[src/rtl/vga_display_ctrl.sv]
// vga_display_ctrl: 640x480@60 VGA timing generator that reads two 256x256
// RGB444 images from video memory and shows them side by side. The memory
// read address comes straight from the counters; sync, blank and colour are
// registered twice so every pin lines up with the 1-cycle memory read latency.
// Optional build macro: VGA_BORDER_EN draws a one-pixel white frame around
// each image.
module vga_display_ctrl #(
  parameter int unsigned H_VIS    = 640,
  parameter int unsigned H_FP     = 16,
  parameter int unsigned H_SYNC   = 96,
  parameter int unsigned H_BP     = 48,
  parameter int unsigned V_VIS    = 480,
  parameter int unsigned V_FP     = 10,
  parameter int unsigned V_SYNC   = 2,
  parameter int unsigned V_BP     = 33,
  parameter int unsigned IMG_X0   = 64,
  parameter int unsigned IMG_Y0   = 112,
  parameter logic [11:0] BG_COLOR = 12'h000
) (
  input  logic        clk,
  input  logic        rst_n,
  output logic [16:0] raddr,
  input  logic [11:0] rdata,
  output logic [3:0]  vga_r,
  output logic [3:0]  vga_g,
  output logic [3:0]  vga_b,
  output logic        vga_hs,
  output logic        vga_vs,
  output logic        vga_blank_n,
  output logic        frame_start
);

  localparam int unsigned H_TOT = H_VIS + H_FP + H_SYNC + H_BP;
  localparam int unsigned V_TOT = V_VIS + V_FP + V_SYNC + V_BP;

  localparam logic [9:0]  H_LAST  = 10'(H_TOT - 1);
  localparam logic [9:0]  V_LAST  = 10'(V_TOT - 1);
  localparam logic [9:0]  H_VIS_C = 10'(H_VIS);
  localparam logic [9:0]  V_VIS_C = 10'(V_VIS);
  localparam logic [9:0]  HS_BEG  = 10'(H_VIS + H_FP);
  localparam logic [9:0]  HS_END  = 10'(H_VIS + H_FP + H_SYNC);
  localparam logic [9:0]  VS_BEG  = 10'(V_VIS + V_FP);
  localparam logic [9:0]  VS_END  = 10'(V_VIS + V_FP + V_SYNC);
  localparam logic [10:0] X0      = 11'(IMG_X0);
  localparam logic [10:0] Y0      = 11'(IMG_Y0);

  logic [9:0]  h_cnt_q, h_cnt_d;
  logic [9:0]  v_cnt_q, v_cnt_d;

  // Stage 0 (combinational from counters)
  logic [10:0] hx, vy;
  logic [8:0]  xr;
  logic [7:0]  yr;
  logic        vis0, hs0, vs0, in_img0, fs0;

  // Stage 1
  logic        vis1_q, hs1_q, vs1_q, img1_q;

  // Stage 2 / outputs
  logic        hs_q, vs_q, blank_n_q, fs_q;
  logic [11:0] rgb_q, rgb_d;

  // Next raster position: h wraps every line, v advances on the h wrap
  always_comb begin
    h_cnt_d = h_cnt_q + 10'd1;
    v_cnt_d = v_cnt_q;
    if (h_cnt_q == H_LAST) begin
      h_cnt_d = '0;
      v_cnt_d = (v_cnt_q == V_LAST) ? '0 : v_cnt_q + 10'd1;
    end
  end

  // Raster counters
  always_ff @(posedge clk or negedge rst_n) begin
    if (!rst_n) begin
      h_cnt_q <= '0;
      v_cnt_q <= '0;
    end else begin
      h_cnt_q <= h_cnt_d;
      v_cnt_q <= v_cnt_d;
    end
  end

  // Stage 0 decode and memory address; offsets below the image origin wrap
  // to large unsigned values so a single upper-bound compare covers both ends
  always_comb begin
    hx      = {1'b0, h_cnt_q} - X0;
    vy      = {1'b0, v_cnt_q} - Y0;
    xr      = hx[8:0];
    yr      = vy[7:0];
    vis0    = (h_cnt_q < H_VIS_C) && (v_cnt_q < V_VIS_C);
    hs0     = !((h_cnt_q >= HS_BEG) && (h_cnt_q < HS_END));
    vs0     = !((v_cnt_q >= VS_BEG) && (v_cnt_q < VS_END));
    in_img0 = (hx < 11'd512) && (vy < 11'd256);
    fs0     = (h_cnt_q == '0) && (v_cnt_q == '0);
    raddr   = in_img0 ? {xr[8], yr, xr[7:0]} : '0;
  end

`ifdef VGA_BORDER_EN
  logic [10:0] bx, by;
  logic        border0, border1_q;

  // Border ring: the image rectangle grown by one pixel on every side,
  // minus the image itself
  always_comb begin
    bx      = {1'b0, h_cnt_q} - X0 + 11'd1;
    by      = {1'b0, v_cnt_q} - Y0 + 11'd1;
    border0 = (bx < 11'd514) && (by < 11'd258) && !in_img0;
  end

  // Border flag travels with the other stage-1 flags
  always_ff @(posedge clk or negedge rst_n) begin
    if (!rst_n) border1_q <= 1'b0;
    else        border1_q <= border0;
  end
`endif

  // Stage 1: delay the decode by one cycle so it meets the memory read data
  always_ff @(posedge clk or negedge rst_n) begin
    if (!rst_n) begin
      vis1_q <= 1'b0;
      hs1_q  <= 1'b1;
      vs1_q  <= 1'b1;
      img1_q <= 1'b0;
      fs_q   <= 1'b0;
    end else begin
      vis1_q <= vis0;
      hs1_q  <= hs0;
      vs1_q  <= vs0;
      img1_q <= in_img0;
      fs_q   <= fs0;
    end
  end

  // Colour select: black outside the visible area, memory data inside the images
  always_comb begin
    rgb_d = BG_COLOR;
    if (!vis1_q) begin
      rgb_d = '0;
    end else if (img1_q) begin
      rgb_d = rdata;
    end
`ifdef VGA_BORDER_EN
    else if (border1_q) begin
      rgb_d = '1;
    end
`endif
  end

  // Stage 2: registered pins
  always_ff @(posedge clk or negedge rst_n) begin
    if (!rst_n) begin
      hs_q      <= 1'b1;
      vs_q      <= 1'b1;
      blank_n_q <= 1'b0;
      rgb_q     <= '0;
    end else begin
      hs_q      <= hs1_q;
      vs_q      <= vs1_q;
      blank_n_q <= vis1_q;
      rgb_q     <= rgb_d;
    end
  end

  assign vga_r       = rgb_q[11:8];
  assign vga_g       = rgb_q[7:4];
  assign vga_b       = rgb_q[3:0];
  assign vga_hs      = hs_q;
  assign vga_vs      = vs_q;
  assign vga_blank_n = blank_n_q;
  assign frame_start = fs_q;

endmodule

[config.mk]
export PLATFORM = sky130hd
export DESIGN_NAME = vga_display_ctrl
export DESIGN_NICKNAME = d
export VERILOG_FILES = /design/src/rtl/vga_display_ctrl.sv
export SDC_FILE = /design/constraint.sdc
export NUM_CORES = 1
export LEC_CHECK = 0
export ABC_AREA = 1
export CAP_MARGIN = 20
export CORE_ASPECT_RATIO = 0.75
export CORE_MARGIN = 2
export CORE_UTILIZATION = 40
export DETAILED_ROUTE_END_ITERATION = 8
export GPL_TIMING_DRIVEN = 0
export HOLD_SLACK_MARGIN = 0.05
export PLACE_DENSITY = 0.65
export SYNTH_ARGS = -nofsm -noshare
export SYNTH_HDL_FRONTEND = slang
export SYNTH_SLANG_ARGS = --single-unit
[constraint.sdc]
create_clock -name clk -period 2.38 [get_ports clk]
set_clock_uncertainty 0.05 [all_clocks]
set_input_delay 0.476 -clock clk [delete_from_list [all_inputs] [get_ports clk]]
set_output_delay 0.476 -clock clk [all_outputs]
set_load 0.01 [all_outputs]
==> results of run 1 <==
per-layer routing:
metal	up-vias	routed length [um]	track usage [%]
met2	78	2310	27.8
met3	8	479	4.70
met4	0	57	6.53
met1	898	2620	26.8
li1	970	-	-
met5	-	0	0
registers in the layout (all words and copies together) (netlist names):
| signal | count |
|---|---|
| rgb_q | 12 |
| h_cnt_q | 10 |
| v_cnt_q | 10 |
| frame_start | 1 |
| hs1_q | 1 |
| img1_q | 1 |
| vga_blank_n | 1 |
| vga_hs | 1 |
| vga_vs | 1 |
| vis1_q | 1 |
| vs1_q | 1 |
cells in the mapped netlist (2+ instances only):
library cell | count | area share (%)
buf_6 | 2 | 1.0
inv_2 | 5 | 0.86
nand2_2 | 3 | 0.86
nand3_1 | 14 | 3.2
nor2_2 | 10 | 2.9
a21oi_1 | 2 | 0.46
nor2_1 | 48 | 8.3
nand2_4 | 3 | 1.6
o21ai_1 | 9 | 2.1
nand4_1 | 6 | 1.7
dfstp_2 | 4 | 4.8
inv_1 | 45 | 7.8
nor3_1 | 7 | 1.6
nand2_1 | 41 | 7.1
dfrtp_1 | 36 | 41
o21ai_0 | 4 | 0.92
nor4_1 | 2 | 0.57
ha_1 | 11 | 6.3
xor2_1 | 6 | 2.4
logic make-up (layout without fill, tap and decap cells):
family | count (synthesis) | after routing | share of synthesized area, %
simple gates | 139 | 140 | 30.4
flops | 40 | 40 | 46.2
xor+xnor | 7 | 7 | 2.81
fa+ha+maj | 11 | 11 | 6.32
compound gates | 18 | 18 | 4.42
buf+inv | 53 | 121 | 9.82
area by class of cell:
class                           instances  area [um2]
Sequential cell                        40        1010
Clock inverter                          3        47.5
Tap cell                               75        93.8
Timing Repair Buffer                   60         594
Multi-Input combinational cell        176        1080
Clock buffer                            5        68.8
Buffer                                  3        35.0
Inverter                               50         188
Fill cell                             475        2180
repair_timing:
item                       4_1_cts  5_1_grt
pin swaps                        4        5
gates cloned                     2        0
setup endpoints to repair       17       17
buffers inserted                10        2
gates resized for setup         83       33
critical path: cells and delay by family (launching register included):
kind	cells	cell delay (ps)
simple gates	5	490
flops	1	440
fa+ha+maj	1	180
xor+xnor	1	150
buf+inv	2	290
metrics by stage:
stage          hold slack [ps]  util (%)  power (uW)  cell area (um2)  setup TNS (ps)
3_3_place_gp               296      51.6         732             2730          -13270
4_1_cts                   67.3      55.5        1310             2940               0
6_report                  57.6      58.9        1290             3120               0
2_1_floorplan              130         -         696             2180               0
3_5_place_dp               297      52.0         737             2760           -3900
5_1_grt                   71.4      58.9        1350             3120           -1090
power by group:
part	leakage (uW)	internal (uW)	switching, uW
Sequential	0.000519	679	0
Combinational	0.00102	23.6	19.4
Clock	0.0000583	316	256
worst max path at each step:
stage | endpoint | slack (ps)
floorplan | raddr[10] | 380
global placement | raddr[7] | -310
detailed placement | raddr[14] | -330
CTS | raddr[0] | 20
global route | raddr[16] | -80
finish | raddr[3] | 4
==> reports/metrics.yaml, run 1 <==
htreeDepth: 2
wl_per_cell_um: 13.3
ant_nets: 0
grt_pass1_vias: 1741
p_per_area_nw_per_um2: 415
cts_tree: "yes"
rrSetupSlack_ps: 680
dr.pass1.iters: 4
critPathLaunch: "v_cnt_q[4]"
worstPathRequired_ps: 1850
initial_core_util_pct: 41.1
arrival_ps: 1850
dpl.hpwl_um: 3710
die_w_um: 89.2
fin_crit_ps: 2380
ys.flop_type: "dfrtp_1"
drive_gt1_share_pct: 25.5
hold_viol: 0
grt_max_degree: 26
drtIter0Drc: 119
dp_slack_ps: -333
synth_edf_count: 0
syn_inst: 268
status: "completed"
synth_warnings: 0
die_height_um: 67.9
drc: 0
routabilityCongestion: 0.859
critPathMaxStageDelay_ps: 440
finalCritPeriodShare_pct: 99.8
ir_drop_mv: 0.223
cts.sinks: 40
clockBufferDepth: 2
slew_viol_final: 0
crit_top_cell: "nand2_4"
antenna_found_initial: 0
p_leak_uw: 0.00159
clk_pin_slew_ps: 80
via_per_inst: 4.74
numCtsBuffers: 5
hold_path_class: "input port to asynchronous set/reset pin"
dp.cells: 390
rr_startpoint: "v_cnt_q[4]"
io-pin-count: 47
synthArstFlopShare_pct: 100
rows: 23
dieArea_um2: 6060
grt_pass1_wl_um: 8480
vias: 1954
setup_viol: 0
syn_nets: 293
path_cells: "ha_4 -> nand2_4 -> nand2_4 -> xor2_2 -> nor2_2 -> nand2_4 -> buf_6 -> nor2_1 -> buf_2"
port_buffers: 46
syn2layout_area_growth_pct: 43.1
worst_setup_path_end_kind: "output pin"
ys_types: 29
critPathKind: "flop to output pin"
grt-ovfl-total: 0
max_cap_violations: 0
grt_setup_unrepaired: "yes"
finalNonFillerCells: 412
critPathMaxFanout: 4
synth_area_um2: 2180
clock-root-buffer: "clkbuf_8"
drt-total-wl_um: 5470
syn_area_per_cell_um2: 8.13
clk_latency_ps: 290
reg2regPathDepth: 8
cts_hold_buf: 0
diodes: 0
finalNetCount: 361
worst_path_max_delay_cell: "dfrtp_2"
ys_seq_elements: 40
r2r-end: "v_cnt_q[5]"
worst_pin_slew_ps: 433
max_freq_mhz: 421
mostFrequentLayoutCells: "43 x inv_1, 43 x nor2_1, 38 x nand2_1"
seq_area_frac_synth_pct: 46.2
grtUsageTotal_pct: 18.8
core-area_um2: 5300
slew-limit-headroom_pct: 71.1
setup_slack_ps: 4.36
critPathLaunchType: "flop"
No activity file was read; power rests on OpenSTA's default activity.
==> run 2: changes to the inputs <==
--- a/config.mk
+++ b/config.mk
@@ -9,11 +9,11 @@
 export CAP_MARGIN = 20
 export CORE_ASPECT_RATIO = 0.75
 export CORE_MARGIN = 2
-export CORE_UTILIZATION = 40
+export CORE_UTILIZATION = 51
 export DETAILED_ROUTE_END_ITERATION = 8
 export GPL_TIMING_DRIVEN = 0
 export HOLD_SLACK_MARGIN = 0.05
-export PLACE_DENSITY = 0.65
+export PLACE_DENSITY = 0.8
 export SYNTH_ARGS = -nofsm -noshare
 export SYNTH_HDL_FRONTEND = slang
 export SYNTH_SLANG_ARGS = --single-unit
==> run 2 against run 1 <==
Compared with the run above: the run now ends with negative setup slack left; utilization increased by 14 points; combinational power decreased by 15%; setup slack got worse by 21 ps; cell count decreased by 5.6%; global-route usage increased by 3.9 points; critical path depth unchanged; register-to-register slack got worse by 40 ps; worst hold slack improved by 180 ps; count of clock-buffer cells in the layout increased by 1; die area decreased by 21%; critical path type unchanged; largest cell class unchanged; highest routed layer unchanged.
==> reports/metrics.yaml, run 2 (synthesis gave the netlist of run 1 again) <==
crit_end: "raddr[9]"
cts.sinks: 40  # unchanged
core-area_um2: 4080  # -23%
grt_pass1_vias: 1719  # -1.3%
status: "finished, violations left"
cts_tree: "yes"
drt-total-wl_um: 5180  # -5.4%
ant_nets: 0  # unchanged
fin_area_um2: 2960  # -4.9%
grtUsageTotal_pct: 22.7  # +3.9 points
diodes: 0  # unchanged
critical-path-top-delay-family: "simple AND/OR/NAND/NOR gates"
setup_slack_ps: -16.9  # -21.3 ps
regMostFlops: "rgb_q"
ir_drop_mv: 0.322  # +44%
worst_path_max_delay_cell: "dfrtp_1"
hold_viol: 0  # unchanged
path_buf_inv: 2  # unchanged
max_cap_violations: 0  # unchanged
critPathLaunchType: "flop"
path_cells: "ha_4 -> nand2_4 -> nand2_2 -> xor2_1 -> nor2_2 -> nand2_8 -> buf_12 -> nor2_2 -> buf_2"
drive_gt1_share_pct: 24.6  # -0.97 points
via_per_inst: 5.00  # +5.4%
clk_latency_ps: 290  # about the same
p_per_area_nw_per_um2: 390  # -6.1%
numCtsBuffers: 5  # unchanged
vias: 1944  # -0.51%
dp.cells: 369  # -5.4%
grt_pass1_wl_um: 8140  # -4.0%
drc: 0  # unchanged
violations: "negative setup slack"
slew-limit-headroom_pct: 42.5  # -29 points
fin_crit_ps: 2400  # +21.3 ps
clk_pin_slew_ps: 80  # about the same
io-pin-count: 47  # unchanged
critPathMaxStageDelay_ps: 430  # about the same
initial_core_util_pct: 53.4  # +12 points
crit_top_cell: "nor2_2"
dr.pass1.iters: 4  # unchanged
antenna_found_initial: 0  # unchanged
htreeDepth: 2  # unchanged
worst_setup_path_end_kind: "output pin"
drtIter0Drc: 138  # +16%
grt-ovfl-total: 0  # unchanged
finalCritPeriodShare_pct: 101  # +0.89 points
largest_register_ff_count: 12  # unchanged
die_w_um: 79.5  # -11%
clockBufferDepth: 2  # unchanged
placedInstanceArea_um2: 2700  # -1.9%
worst_pin_slew_ps: 862  # +429 ps
reg2regPathDepth: 10  # +2
syn2layout_area_growth_pct: 36.1
rr_startpoint: "h_cnt_q[6]"
worstPathRequired_ps: 1850  # about the same
arrival_ps: 1870  # +20 ps
critPathKind: "flop to output pin"
critPathLaunch: "v_cnt_q[5]"
layout_commonest_cell: "nor2_1"
clock-root-buffer: "clkbuf_8"
rows: 20  # -13%
grt_max_degree: 41  # +58%
die_height_um: 60.6  # -11%
p_leak_uw: 0.00152  # -4.6%
setup_viol: 8  # +8
cts_hold_buf: 0  # unchanged
grt_setup_unrepaired: "yes"
dpl.hpwl_um: 3420  # -7.8%
top_regs: "rgb_q: 12 flops, h_cnt_q: 10 flops, v_cnt_q: 10 flops"
critPathMaxFanout: 8  # +4
cp.depth: 9  # unchanged
finalNonFillerCells: 389  # -5.6%
wl_per_cell_um: 13.3  # +0.22%
port_buffers: 46  # unchanged
finalNetCount: 358  # -0.83%
routabilityCongestion: 0.853  # -0.77%
dieArea_um2: 4820  # -21%
rrSetupSlack_ps: 640  # -40 ps
mostFrequentLayoutCells: "44 x nor2_1, 43 x inv_1, 37 x nand2_1"
fin_setup_tns_ps: -79.9  # -79.9 ps
max_freq_mhz: 417  # -0.89%
p_total_uw: 1160  # -11%
hold_path_class: "input port to asynchronous set/reset pin"
slew_viol_final: 0  # unchanged
r2r-end: "v_cnt_q[6]"
## run 2: changes by cell type in the layout (fill, tap and decap cells not counted), moves of 3 or more
cell / before / now
buf_4: 11 / 8
buf_6: 14 / 10
clkbuf_2: 0 / 4
nor2_2: 3 / 6
nand2_4: 6 / 3
nor2_4: 13 / 9
## run 2: report_power, final
| part | switching [uW] | internal [uW] |
|---|---|---|
| sequential | 0 | 679 |
| clock | 235 | 205 |
| combinational | 17.5 | 19.0 |
## run 2: cell type report
type	count	area, um2
Inverter	50	188
Timing Repair Buffer	58	529
Clock inverter	2	12.5
Sequential cell	40	1010
Clock buffer	6	72.6
Tap cell	55	68.8
Multi-Input combinational cell	175	1050
Buffer	3	35.0
Fill cell	295	1110
## run 2: worst reg2reg max path, cell delays in order, from the launching register on
cell     delay [ps]
dfrtp_1         390
inv_2            70
buf_4           110
buf_4           100
ha_1            200
nand3_2         160
inv_1           110
nand2_1         150
o21ai_1         160
nand2_1          60
nor2_1          110
## run 2: worst min path at each step
stage	from	to	slack [ps]	cells past startpoint
2_1_floorplan	rst_n	frame_start	130	0
3_3_place_gp	hs1_q	vga_hs	300	0
3_5_place_dp	hs1_q	vga_hs	300	0
4_1_cts	rst_n	v_cnt_q[9]	270	1
5_1_grt	rst_n	rgb_q[0]	310	1
6_report	rst_n	rgb_q[0]	240	1
## run 2: timing repair
item                                    in CTS  in global routing
endpoints found under the setup margin      17                 17
gates resized for setup                     69                 32
endpoints found under the hold margin        0                  0
setup buffers                               10                  1
gates cloned                                 1                  0
pin swaps                                    2                  3
## run 2: layer usage
layer / track usage (%) / up-vias / wire, um
met4: 8.13 / 0 / 70
met5: 0 / - / 0
met2: 34.7 / 84 / 2310
met3: 5.51 / 8 / 414
li1: - / 958 / -
met1: 32.0 / 894 / 2390
## run 2: per-stage QoR
stage | setup WS [ps] | hold slack (ps) | utilization, %
final | -16.9 | 242 | 72.7
after global routing | -98.1 | 311 | 72.7
after CTS | 11.2 | 273 | 70.0
after detailed placement | -273 | 299 | 66.3
after global placement | -271 | 296 | 66.4
after floorplan | 382 | 130 | -
==> run 3: changes to the inputs <==
--- a/config.mk
+++ b/config.mk
@@ -8,11 +8,13 @@
 export ABC_AREA = 1
 export CAP_MARGIN = 20
 export CORE_ASPECT_RATIO = 0.75
-export CORE_MARGIN = 2
+export CORE_MARGIN = 3
 export CORE_UTILIZATION = 51
 export DETAILED_ROUTE_END_ITERATION = 8
+export GPL_ROUTABILITY_DRIVEN = 0
 export GPL_TIMING_DRIVEN = 0
 export HOLD_SLACK_MARGIN = 0.05
+export MAX_ROUTING_LAYER = met4
 export PLACE_DENSITY = 0.8
 export SYNTH_ARGS = -nofsm -noshare
 export SYNTH_HDL_FRONTEND = slang
==> run 3 against run 2 <==
Compared with the run above: the flow still finishes with violations (negative setup slack); global-route usage is 1.6 points higher; via count is 4.0% higher; first-iteration DRC count is 28% higher; utilization is 6.7 points higher; largest cell class unchanged.
==> reports/metrics.yaml, run 3 (synthesis gave the netlist of run 1 again) <==
status: "finished, violations left"
violations: "negative setup slack"
rr_startpoint: "v_cnt_q[4]"
critPathKind: "flop to output pin"
grtUsageTotal_pct: 24.3  # +1.6 points
met1_length_um: 2490  # +4.6%
p_leak_uw: 0.00160  # +4.9%
dieArea_um2: 5100  # +5.9%
die_w_um: 81.5  # +2.5%
initial_core_util_pct: 56.2  # +2.8 points
worst_pin_slew_ps: 863  # +0.817 ps
syn2layout_area_growth_pct: 41.1
via_per_inst: 5.20  # +4.0%
mostFrequentLayoutCells: "43 x inv_1, 41 x nor2_1, 37 x nand2_1"
critPathMaxFanout: 4  # -4
max_freq_mhz: 414  # -0.78%
worst_setup_path_end_kind: "output pin"
antenna_found_initial: 0  # unchanged
htreeDepth: 2  # unchanged
vias: 2022  # +4.0%
largest_register_ff_count: 12  # unchanged
io-pin-count: 47  # unchanged
finalNetCount: 361  # +0.84%
ant_nets: 0  # unchanged
dpl.hpwl_um: 3710  # +8.4%
setup_slack_ps: -35.8  # -18.9 ps
finalCritPeriodShare_pct: 102  # +0.79 points
critPathLaunchType: "flop"
clock-root-buffer: "clkbuf_8"
setup_viol: 15  # +7
path_cells: "inv_2 -> ha_4 -> inv_1 -> o21ai_1 -> nand2_1 -> o21ai_1 -> nor2_2 -> nand2_4 -> buf_6 -> nor2_2 -> buf_2"
grt_pass1_wl_um: 9160  # +12%
drc: 0  # unchanged
met2_length_um: 2720  # +18%
routed-wl-met3_um: 580  # +40%
grt_max_degree: 41  # unchanged
cts_tree: "yes"
top_regs: "rgb_q: 12 flops, h_cnt_q: 10 flops, v_cnt_q: 10 flops"
p_per_area_nw_per_um2: 434  # +11%
cts.sinks: 40  # unchanged
r2r-end: "frame_start"
slew-limit-headroom_pct: 42.5  # -0.054 points
final_core_util_pct: 79.3  # +6.7 points
die_height_um: 62.6  # +3.3%
worst_path_max_delay_cell: "dfrtp_1"
drt-total-wl_um: 5910  # +14%
drtIter0Drc: 176  # +28%
diodes: 0  # unchanged
port_buffers: 46  # unchanged
grt_setup_unrepaired: "yes"
layout_commonest_cell: "inv_1"
reg2regPathDepth: 5  # -5
drive_gt1_share_pct: 26.1  # +1.6 points
max_cap_violations: 0  # unchanged
fin_crit_ps: 2420  # +18.9 ps
fin_setup_tns_ps: -276  # -196 ps
grt_pass1_vias: 1928  # +12%
clockBufferDepth: 2  # unchanged
path_buf_inv: 4  # +2
numCtsBuffers: 5  # unchanged
grt-ovfl-total: 0  # unchanged
worstPathRequired_ps: 1850  # about the same
ir_drop_mv: 0.366  # +14%
core-area_um2: 3870  # -5.0%
critical-path-top-delay-family: "buffers and inverters"
rrSetupSlack_ps: 620  # -20 ps
critPathMaxStageDelay_ps: 400  # -30 ps
slew_viol_final: 0  # unchanged
clk_latency_ps: 290  # about the same
rows: 19  # -5.0%
dr.pass1.iters: 6  # +2
clk_pin_slew_ps: 80  # about the same
arrival_ps: 1890  # +20 ps
routed.top_layer: "met4"
regMostFlops: "rgb_q"
hold_viol: 0  # unchanged
wl_per_cell_um: 15.2  # +14%
hold_path_class: "input port to asynchronous set/reset pin"
==> run 3: cell types whose count changed in the layout (fill, tap and decap cells not counted), sizes merged <==
cell      previous run  this run
clkinvlp             1         0
bufinv               0         1
clkbuf              11         8
nand2               47        48
clkinv               1         0
buf                 28        34
==> run 3: how the worst max path moves through the flow <==
stage                 to  slack, ps  startpoint  cells after the start
2_1_floorplan  raddr[10]        380  v_cnt_q[4]                      8
3_3_place_gp    raddr[7]       -290  v_cnt_q[4]                      9
3_5_place_dp   raddr[15]       -310  v_cnt_q[4]                      9
4_1_cts        raddr[13]        -40  h_cnt_q[7]                     10
5_1_grt         raddr[3]       -160  h_cnt_q[6]                     11
6_report        raddr[3]        -40  h_cnt_q[6]                     11
==> run 3: metal layers <==
layer | track usage [%] | vias up
li1 | - | 970
met1 | 32.6 | 933
met2 | 35.7 | 107
met3 | 5.62 | 12
met4 | 9.07 | 0
met5 | - | -
==> run 3: final cells by class <==
| type | instances | area (um2) |
|---|---|---|
| buffer | 3 | 35.0 |
| clock buffer | 7 | 96.3 |
| clock inverter | 1 | 30.0 |
| fill | 248 | 801 |
| inverter | 50 | 188 |
| multi-input combinational | 176 | 1090 |
| sequential | 40 | 1010 |
| tap | 52 | 65.1 |
| timing repair buffer | 60 | 566 |
==> run 3: per-stage QoR <==
stage                     std cells  total power, uW  hold WS, ps  worst slack, ps  area [um2]
after floorplan                 268              696          130              382        2180
final                           389             1330          241            -35.8        3070
after global placement          366              731          295             -291        2700
after detailed placement        366              731          297             -305        2700
after global routing            389             1380          309             -162        3070
after CTS                       385             1330          279            -44.8        2900
==> run 3: timing repair <==
action                     4_1_cts  5_1_grt
hold buffers                     0        0
setup endpoints to repair       17       17
gates cloned                     2        0
resized for setup               75       41
setup buffers                    9        5
pin swaps                        2        6
==> run 3: where the power goes <==
group / leakage, uW / switching (uW) / internal, uW
Sequential: 0.000519 / 0 / 679
Combinational: 0.00101 / 18.0 / 19.0
Clock: 0.0000645 / 246 / 370
